### config.mk
export PLATFORM = sky130hd
export DESIGN_NAME = instr_fetch_unit_flat
export DESIGN_NICKNAME = d
export VERILOG_FILES = /design/src/rtl/instr_fetch_unit_pkg.sv /design/src/rtl/instr_fetch_unit_if.sv /design/src/rtl/instr_len_decode.sv /design/src/rtl/instr_fetch_unit.sv /design/src/flat_wrapper.sv
export SDC_FILE = /design/constraint.sdc
export NUM_CORES = 1
export LEC_CHECK = 0
export CORE_MARGIN = 2
export CORE_UTILIZATION = 25
export CTS_CLUSTER_DIAMETER = 50
export CTS_CLUSTER_SIZE = 16
export DETAILED_ROUTE_END_ITERATION = 8
export GPL_TIMING_DRIVEN = 0
export MAX_ROUTING_LAYER = met4
export PLACE_DENSITY_LB_ADDON = 0.15
export RECOVER_POWER = 25
export SYNTH_ARGS = -nofsm -noshare
export SYNTH_HDL_FRONTEND = slang
export SYNTH_SLANG_ARGS = --single-unit
### constraint.sdc
create_clock -name clk -period 3.2 [get_ports clk]
set_clock_uncertainty 0.2 [all_clocks]
set_input_delay 0.64 -clock clk [delete_from_list [all_inputs] [get_ports clk]]
set_output_delay 0.64 -clock clk [all_outputs]
set_load 0.02 [all_outputs]
### src/rtl/instr_fetch_unit_pkg.sv
// Shared ISA definitions for the oc8 fetch path: opcode constants, the
// fetch FSM state type and the instruction length type.
package oc8_isa_pkg;

  localparam logic [7:0] OP_LDA_IMM = 8'hA9;
  localparam logic [7:0] OP_ADD_IMM = 8'h01;
  localparam logic [7:0] OP_JMP_ABS = 8'h4C;

  // Instruction length in bytes (1..3); 0 only appears as the reset value.
  typedef logic [1:0] ilen_t;

  typedef enum logic [1:0] {
    FETCH_OP = 2'd0,
    FETCH_LO = 2'd1,
    FETCH_HI = 2'd2,
    HOLD     = 2'd3
  } fetch_state_t;

endpackage

### src/rtl/instr_fetch_unit_if.sv
// Bus bundle of the fetch unit: ROM read port, instruction handoff to the
// execute stage, and the PC redirect path from execute.
//   master : the fetch unit (drives mem_addr and instr_*)
//   slave  : ROM + execute side (drives mem_data, instr_ready, redirect_*)
interface instr_fetch_unit_if;
  import oc8_isa_pkg::*;

  logic [15:0] mem_addr;
  logic [7:0]  mem_data;
  logic        instr_valid;
  logic        instr_ready;
  logic [7:0]  instr_opcode;
  logic [15:0] instr_operand;
  ilen_t       instr_len;
  logic [15:0] instr_pc;
  logic        instr_illegal;
  logic        redirect_valid;
  logic [15:0] redirect_pc;

  modport master (
    output mem_addr, instr_valid, instr_opcode, instr_operand,
           instr_len, instr_pc, instr_illegal,
    input  mem_data, instr_ready, redirect_valid, redirect_pc
  );

  modport slave (
    input  mem_addr, instr_valid, instr_opcode, instr_operand,
           instr_len, instr_pc, instr_illegal,
    output mem_data, instr_ready, redirect_valid, redirect_pc
  );
endinterface

### src/rtl/instr_len_decode.sv
// Combinational opcode decoder: opcode -> instruction length and illegal flag.
//   i_opcode  : opcode byte
//   o_len     : length in bytes (1..3)
//   o_illegal : opcode not in the ISA table (reported as a 1-byte instruction)
module instr_len_decode
  import oc8_isa_pkg::*;
(
  input  logic [7:0] i_opcode,
  output ilen_t      o_len,
  output logic       o_illegal
);
  always_comb begin
    o_len     = 2'd1;
    o_illegal = 1'b1;
    case (i_opcode)
      OP_LDA_IMM, OP_ADD_IMM: begin o_len = 2'd2; o_illegal = 1'b0; end
      OP_JMP_ABS:             begin o_len = 2'd3; o_illegal = 1'b0; end
      default:                ;
    endcase
  end
endmodule

### src/rtl/instr_fetch_unit.sv
// Byte-serial instruction fetch: reads one ROM byte per cycle at the PC,
// assembles opcode + operand bytes and presents the instruction to execute
// with a valid/ready handshake. Redirects from execute reload the PC.
//   clk, rst : clock, synchronous active-high reset
//   bus      : instr_fetch_unit_if.master (ROM port, instr handoff, redirect)
module instr_fetch_unit
  import oc8_isa_pkg::*;
#(
  parameter logic [15:0] RESET_PC = 16'h0000
) (
  input  logic               clk,
  input  logic               rst,
  instr_fetch_unit_if.master bus
);
  fetch_state_t r_state, w_state_nxt;
  logic [15:0]  r_pc;
  // Assembly registers: hold the instruction being fetched.
  logic [7:0]   r_op;
  logic [15:0]  r_op_pc;
  logic [7:0]   r_lo;
  ilen_t        r_len;
  logic         r_ill;
  // Output registers: only reloaded on entry to HOLD so the handoff stays
  // stable while later bytes of the next instruction are being assembled.
  logic         r_valid;
  logic [7:0]   r_o_opcode;
  logic [15:0]  r_o_operand;
  ilen_t        r_o_len;
  logic [15:0]  r_o_pc;
  logic         r_o_ill;

  ilen_t        w_dec_len;
  logic         w_dec_ill;
  logic         w_consume;
  logic         w_load_out;
  logic [7:0]   w_out_opcode;
  logic [15:0]  w_out_operand;
  ilen_t        w_out_len;
  logic [15:0]  w_out_pc;
  logic         w_out_ill;

  instr_len_decode u_dec (
    .i_opcode  (bus.mem_data),
    .o_len     (w_dec_len),
    .o_illegal (w_dec_ill)
  );

  always_comb begin
    w_state_nxt = r_state;
    w_consume   = 1'b0;
    w_load_out  = 1'b0;
    unique case (r_state)
      FETCH_OP: begin
        w_consume = 1'b1;
        if (w_dec_len == 2'd1) begin w_state_nxt = HOLD; w_load_out = 1'b1; end
        else                          w_state_nxt = FETCH_LO;
      end
      FETCH_LO: begin
        w_consume = 1'b1;
        if (r_len == 2'd2) begin w_state_nxt = HOLD; w_load_out = 1'b1; end
        else                      w_state_nxt = FETCH_HI;
      end
      FETCH_HI: begin
        w_consume   = 1'b1;
        w_state_nxt = HOLD;
        w_load_out  = 1'b1;
      end
      HOLD: if (bus.instr_ready) w_state_nxt = FETCH_OP;
    endcase
    // Redirect overrides everything: partial bytes are dropped. In HOLD the
    // handshake (if ready) still completes, since HOLD leaves to FETCH_OP anyway.
    if (bus.redirect_valid) begin
      w_state_nxt = FETCH_OP;
      w_consume   = 1'b0;
      w_load_out  = 1'b0;
    end
  end

  // The final byte arrives combinationally, so the completed instruction is
  // formed from the assembly registers plus the current mem_data.
  always_comb begin
    w_out_opcode  = r_op;
    w_out_len     = r_len;
    w_out_ill     = r_ill;
    w_out_pc      = r_op_pc;
    w_out_operand = {bus.mem_data, r_lo};
    if (r_state == FETCH_OP) begin
      w_out_opcode  = bus.mem_data;
      w_out_len     = w_dec_len;
      w_out_ill     = w_dec_ill;
      w_out_pc      = r_pc;
      w_out_operand = 16'h0000;
    end else if (r_state == FETCH_LO) begin
      w_out_operand = {8'h00, bus.mem_data};
    end
  end

  always_ff @(posedge clk) begin
    if (rst) begin
      r_state     <= FETCH_OP;
      r_pc        <= RESET_PC;
      r_op        <= 8'h00;
      r_op_pc     <= 16'h0000;
      r_lo        <= 8'h00;
      r_len       <= 2'd0;
      r_ill       <= 1'b0;
      r_valid     <= 1'b0;
      r_o_opcode  <= 8'h00;
      r_o_operand <= 16'h0000;
      r_o_len     <= 2'd0;
      r_o_pc      <= 16'h0000;
      r_o_ill     <= 1'b0;
    end else begin
      r_state <= w_state_nxt;
      r_valid <= (w_state_nxt == HOLD);
      if (bus.redirect_valid) r_pc <= bus.redirect_pc;
      else if (w_consume)     r_pc <= r_pc + 16'd1;
      if (w_consume && r_state == FETCH_OP) begin
        r_op    <= bus.mem_data;
        r_op_pc <= r_pc;
        r_len   <= w_dec_len;
        r_ill   <= w_dec_ill;
        r_lo    <= 8'h00;
      end
      if (w_consume && r_state == FETCH_LO) r_lo <= bus.mem_data;
      if (w_load_out) begin
        r_o_opcode  <= w_out_opcode;
        r_o_operand <= w_out_operand;
        r_o_len     <= w_out_len;
        r_o_pc      <= w_out_pc;
        r_o_ill     <= w_out_ill;
      end
    end
  end

  assign bus.mem_addr      = r_pc;
  assign bus.instr_valid   = r_valid;
  assign bus.instr_opcode  = r_o_opcode;
  assign bus.instr_operand = r_o_operand;
  assign bus.instr_len     = r_o_len;
  assign bus.instr_pc      = r_o_pc;
  assign bus.instr_illegal = r_o_ill;
endmodule

### src/flat_wrapper.sv
// flat-port wrapper written by rule: the top's interface ports become plain ports
module instr_fetch_unit_flat import oc8_isa_pkg::*;
#(
  parameter logic [15:0] RESET_PC = 16'h0000
)
  (clk, rst, bus_mem_addr, bus_instr_valid, bus_instr_opcode, bus_instr_operand, bus_instr_len, bus_instr_pc, bus_instr_illegal, bus_mem_data, bus_instr_ready, bus_redirect_valid, bus_redirect_pc);
  instr_fetch_unit_if bus_i ();
  input  logic clk;
  input  logic rst;
  output wire logic [$bits(bus_i.mem_addr)-1:0] bus_mem_addr;
  output wire logic [$bits(bus_i.instr_valid)-1:0] bus_instr_valid;
  output wire logic [$bits(bus_i.instr_opcode)-1:0] bus_instr_opcode;
  output wire logic [$bits(bus_i.instr_operand)-1:0] bus_instr_operand;
  output wire logic [$bits(bus_i.instr_len)-1:0] bus_instr_len;
  output wire logic [$bits(bus_i.instr_pc)-1:0] bus_instr_pc;
  output wire logic [$bits(bus_i.instr_illegal)-1:0] bus_instr_illegal;
  input wire logic [$bits(bus_i.mem_data)-1:0] bus_mem_data;
  input wire logic [$bits(bus_i.instr_ready)-1:0] bus_instr_ready;
  input wire logic [$bits(bus_i.redirect_valid)-1:0] bus_redirect_valid;
  input wire logic [$bits(bus_i.redirect_pc)-1:0] bus_redirect_pc;
  assign bus_mem_addr = bus_i.mem_addr;
  assign bus_instr_valid = bus_i.instr_valid;
  assign bus_instr_opcode = bus_i.instr_opcode;
  assign bus_instr_operand = bus_i.instr_operand;
  assign bus_instr_len = bus_i.instr_len;
  assign bus_instr_pc = bus_i.instr_pc;
  assign bus_instr_illegal = bus_i.instr_illegal;
  assign bus_i.mem_data = bus_mem_data;
  assign bus_i.instr_ready = bus_instr_ready;
  assign bus_i.redirect_valid = bus_redirect_valid;
  assign bus_i.redirect_pc = bus_redirect_pc;
  instr_fetch_unit #(.RESET_PC(RESET_PC)) u_core (.clk(clk), .rst(rst), .bus(bus_i));
endmodule
Yosys cells after proc, flatten, opt, wreduce, memory -nomap -nowiden --
Index checks and enable logic that the tools add are counted. Widths: inputs -> output; s select.
Word-level totals: register bits 97, bits of input ports 28, output and inout port bits 60, logic and storage cells 54
Operators by class: add/subtract/negate cells 1, equal/unequal tests 9, multiplexer cells 23, reductions and logical operators 8
Operators with widths (number):
- $mux 16 | 5
- $mux 8 | 3
- $add 16x1->16 const B | 1
- $eq 2x2->1 const B | 4
- $eq 8x1->1 const B | 1
- $eq 8x7->1 const B | 1
- $eq 8x8->1 const B | 1
- $mux 1 | 8
- $mux 2 | 4
- $pmux 2 s4 | 1
- $reduce_or 3->1 | 2
- $eq 2x1->1 const B | 2
- $pmux 2 s2 | 1
- $reduce_bool 2->1 | 2
- $pmux 1 s3 | 1
- $logic_and 1x1->1 | 2
- $logic_not 2->1 | 1
- $reduce_or 2->1 | 1

Longest topological paths before layout --
depth after elaboration 8, mapped depth 7, gate-level depth less buffers 5

Modules after synthesis --
From an unflattened synthesis, not the netlist that was laid out.
Second synthesis, totals: cells, all modules 507, area total of the unflattened synthesis 4116.4 um^2
By module, submodules not included:
- instr_fetch_unit | instances 1, cells an instance 498, area each 4050.1 um^2, seq. area each 1941.9 um^2
- instr_len_decode | instances 1, cells an instance 9, area each 66.3 um^2, seq. area each 0.0 um^2

Least setup slack after synthesis --
No wires, ideal clock.
path type input to register, from input port bus_redirect_valid, to register u_core.r_o_opcode[0], in the netlist u_core.bus.instr_opcode[0], setup time 123 ps, data arrival time 2016 ps, required time 2877 ps, setup slack 861 ps, cell stages on the path 6, path buffers 2, cells stage by stage or3_1 > clkbuf_1 > a31oi_2 > a21oi_2 > buf_2 > mux2_1
Between the ends: longest elaborated chain between the ends 1
RTL lines:
- start, declared | RTL line flat_wrapper.sv:19 | input wire logic [$bits(bus_i.redirect_valid)-1:0] bus_redirect_valid;
- $mux 1 | RTL line instr_fetch_unit.sv:72 | if (bus.redirect_valid) begin
- end signal, assigned | RTL line instr_fetch_unit.sv:127 | r_o_opcode <= w_out_opcode;
- end, declared | RTL line instr_fetch_unit.sv:26 | logic [7:0] r_o_opcode;
No other way between the ends. A chain may end at the register's enable or synchronous reset.

Worst setup path in the final report --
from input port bus_mem_data[3], to register u_core.r_o_opcode[5], in the netlist u_core.bus.instr_opcode[5]
Between the ends: longest elaborated chain between the ends 7, elaborated cells between the ends (all ways) 9, classes of those cells eq/ne: 4; mux: 4; reduce/logical: 1
RTL lines:
- start, declared | RTL line flat_wrapper.sv:17 | input wire logic [$bits(bus_i.mem_data)-1:0] bus_mem_data;
- $eq 8x8->1 / $eq 8x1->1 (equally long branches) | RTL line instr_len_decode.sv:15 | case (i_opcode)
- $reduce_or 2->1 | RTL line instr_len_decode.sv:15
- $pmux 2 s2 (*) | RTL line instr_len_decode.sv:15
- $eq 2x1->1 (*) | RTL line instr_fetch_unit.sv:55 | if (w_dec_len == 2'd1) begin w_state_nxt = HOLD; w_load_out = 1'b1; end
- $mux 1 (*) | RTL line instr_fetch_unit.sv:55
- $pmux 1 s3 (*) | RTL line instr_fetch_unit.sv:52 | unique case (r_state)
- $mux 1 (*) | RTL line instr_fetch_unit.sv:72
Mark *: on every way between the ends. The rest lies on a longest branch, timed or not.

==> results by group <==
Placement
  • IO buf count: 86
  • RD Place Congestion: 0.806
  • DP Wirelength: 10700 um
  • Pre-CTS WS: -236 ps
  • Area after DPL: 5670 um^2

Clock tree
  • Root buf cell: clkbuf_16
  • Clock slew at the register clock pins of the worst setup and hold paths: 70 ps
  • CTS H-tree lvls: 3
  • CTS Buffer Depth: 2
  • Setup Buffers After CTS: 0
  • Clock Sinks: 97
  • CTS buffer count: 9
  • Clk Latency, worst-skew pair: 350 ps
  • CTS tree: built
  • CTS resizes: 0
  • CTS Hold Bufs: 0

Global routing
  • First-pass GRT wire length: 22900 um
  • Total grt overflow: 0
  • Initial antenna violation count: 0
  • Total GRT Usage: 0.157
  • Largest net degree at the start of global routing: 17
  • Vias in the first global route: 4236

Yosys
  • Post-synthesis mux area share: 0.0843
  • Post-synthesis adder-cell area fraction: 0.00277
  • Main combinational cell family by area after synthesis: simple AND/OR/NAND/NOR gates
  • Synth Cell Area: 4520 um^2
  • Distinct cell type count after synthesis: 54
  • Number of synthesized flops with an enable pin: 0
  • Register area share after synthesis: 0.429
  • Synth Area in XOR/XNOR: 0.0213
  • Simple-Gate Fraction of Synth Area: 0.219
  • Post-synth top flop: dfxtp_1
  • Net count after synthesis: 577
  • Synth Register Bits: 97
  • Mapped Cells: 548
  • FFs w/ async S/R, synth: 0
  • Synth warn: 0
  • Avg Cell Area, Syn: 8.26 um^2
  • Compound-cell area share of the yosys netlist: 0.197

Critical path
  • Worst Path Arrival: 3070 ps
  • Reg-to-Reg Start: u_core.r_state[0]$_SDFF_PP0_
  • CP endpoint kind: register
  • CP required: 3240 ps
  • Reg2reg path depth: 7
  • Reg2reg end: u_core.bus.instr_pc[11]$_SDFFE_PP0P_
  • FF-to-FF setup slack: 720 ps
  • Critical Setup Path Class: in2reg
  • Slowest CP cell: clkdlybuf4s50_1
  • Crit path max fanout: 10
  • CP peak stage delay: 620 ps
  • Startpoint class of the critical path: input pin
  • Worst-path cell chain: clkdlybuf4s50_1 > nor4b_1 > o211ai_1 > a21oi_2 > buf_2 > mux2_2

STA
  • Post-layout minimum cycle time: 3030 ps
  • Final Worst Setup Slack: 167 ps
  • Worst-Margin Slew: 955 ps
  • Final Setup Violations: 0
  • Fin crit share: 0.948
  • Slew margin rel.: 0.363
  • RSZ-0062 raised after global routing: false
  • Final Hold Fails: 0
  • Final Max Tran Viols: 0
  • Max Clock Freq: 330 MHz

Floorplanning
  • IO Count: 88
  • Rows: 49
  • Die Area: 19200 um^2
  • Core area: 17800 um^2
  • Initial core utilization: 0.254
  • Die X: 139 um
  • Chip Height: 139 um

Cells and area
  • Leading cell types in the layout, fill and taps excluded: 107 x nand2_1, 97 x dfxtp_1, 57 x a21oi_1
  • Final Cell Area: 5980 um^2
  • Nets: 674
  • Most common cell after layout, fill and taps aside: nand2_1
  • P&R area growth vs syn: 32.1%
  • ANT cells: 0
  • Share of layout cells above drive strength 1: 0.0631

Power and ir drop
  • Leak pwr: 2.36 nW
  • Worst VDD drop: 0.000240 V
  • Pwr Density: 495 nW/um^2

Routing
  • Via density: 4.84
  • DR pass1 iterations: 5
  • Met3 wire length: 797 um
  • Initial DRC Count: 329
  • Detail Route Antenna Nets: 0
  • Avg WL per Cell: 16.5 um
  • Top sig layer: met4
  • Met2 routed WL: 6740 um
  • Final WL: 14500 um
  • Vias post-DR: 4251
  • DRC errors left: 0
  • Met1 wire length: 6810 um

Min path
  • Hold path cells: 2
  • Start point of the worst hold path: u_core.r_op_pc[5]$_SDFFE_PP0P_
  • Worst hold path endpoint: u_core.r_op_pc[5]$_SDFFE_PP0P_
  • Hold Path Class: reg2reg

Flow run
  • Max_cap viols: 0

Status
  • Status: finished, final reports clean
## synthesized netlist by cell type, types with 7 or more instances
| library cell | n | area, um^2 |
|---|---|---|
| nand2_1 | 107 | 402 |
| dfxtp_1 | 97 | 1940 |
| a21oi_1 | 57 | 285 |
| clkbuf_1 | 36 | 135 |
| nor2_1 | 35 | 131 |
| o21ai_0 | 34 | 170 |
| nor2b_1 | 26 | 163 |
| mux2_1 | 16 | 180 |
| nand3_1 | 14 | 70.1 |
| a211oi_1 | 12 | 90.1 |
| a211o_1 | 10 | 87.6 |
| mux2i_1 | 10 | 100 |
| o211a_1 | 10 | 100 |
| mux2_2 | 9 | 101 |
| buf_2 | 7 | 35.0 |
| xnor2_1 | 7 | 61.3 |
## through the flow
step	utilization	cells	power [W]	TNS, ps	hold WS [ps]
after floorplan	-	548	0.00164	0	233
after global placement	0.318	863	0.00187	-4820	240
after detailed placement	0.318	863	0.00188	-6020	244
after CTS	0.335	879	0.00302	0	254
after global routing	0.335	879	0.00311	0	275
final	0.335	879	0.00296	0	254
## registers in the layout, indices dropped and copies added, names as in the netlist
name                      cells
u_core.bus.instr_operand     16
u_core.bus.instr_pc          16
u_core.bus.mem_addr          16
u_core.r_op_pc               16
u_core.bus.instr_opcode       8
u_core.r_lo                   8
u_core.r_op                   8
u_core.bus.instr_len          2
u_core.r_len                  2
u_core.r_state                2
u_core.bus.instr_illegal      1
u_core.bus.instr_valid        1
u_core.r_ill                  1
## cell type report
type,count,area [um^2]
sequential,97,1940
inverter,5,18.8
timing repair buffer,86,861
buffer,46,189
clock inverter,5,63.8
multi-input combinational,400,2370
tap,229,287
clock buffer,11,243
fill,1826,11900
## power by group
group,switching (W),internal [W]
sequential,0.0000589,0.00128
combinational,0.000288,0.000212
clock,0.000492,0.000634
## worst max path at each step
stage | from | end | cells past startpoint
floorplan | bus_redirect_valid | u_core.bus.instr_opcode[0]$_SDFFE_PP0P_ | 6
global placement | bus_mem_data[3] | u_core.bus.instr_pc[10]$_SDFFE_PP0P_ | 6
detailed placement | bus_mem_data[3] | u_core.bus.instr_pc[13]$_SDFFE_PP0P_ | 6
CTS | bus_mem_data[3] | u_core.bus.instr_pc[13]$_SDFFE_PP0P_ | 6
global route | bus_redirect_valid | u_core.bus.instr_opcode[3]$_SDFFE_PP0P_ | 6
finish | bus_mem_data[3] | u_core.bus.instr_opcode[5]$_SDFFE_PP0P_ | 6
## routing by layer
layer  vias up  track usage
met4         0       0.0333
li1       2101            -
met1      2011        0.203
met2       129        0.250
met3        10       0.0371
met5         -            -
## logic make-up after synthesis
family          Yosys count
flops                    97
compound gates          141
mux                      35
buf+inv                  51
fa+ha+maj                 1
xor+xnor                 11
simple gates            212
## critical path, delay by kind of cell
family          cells  cell delay [ps]
compound gates      2              650
buf+inv             2              970
mux                 1              360
simple gates        1              450
Power figures use the tool's default switching activity.
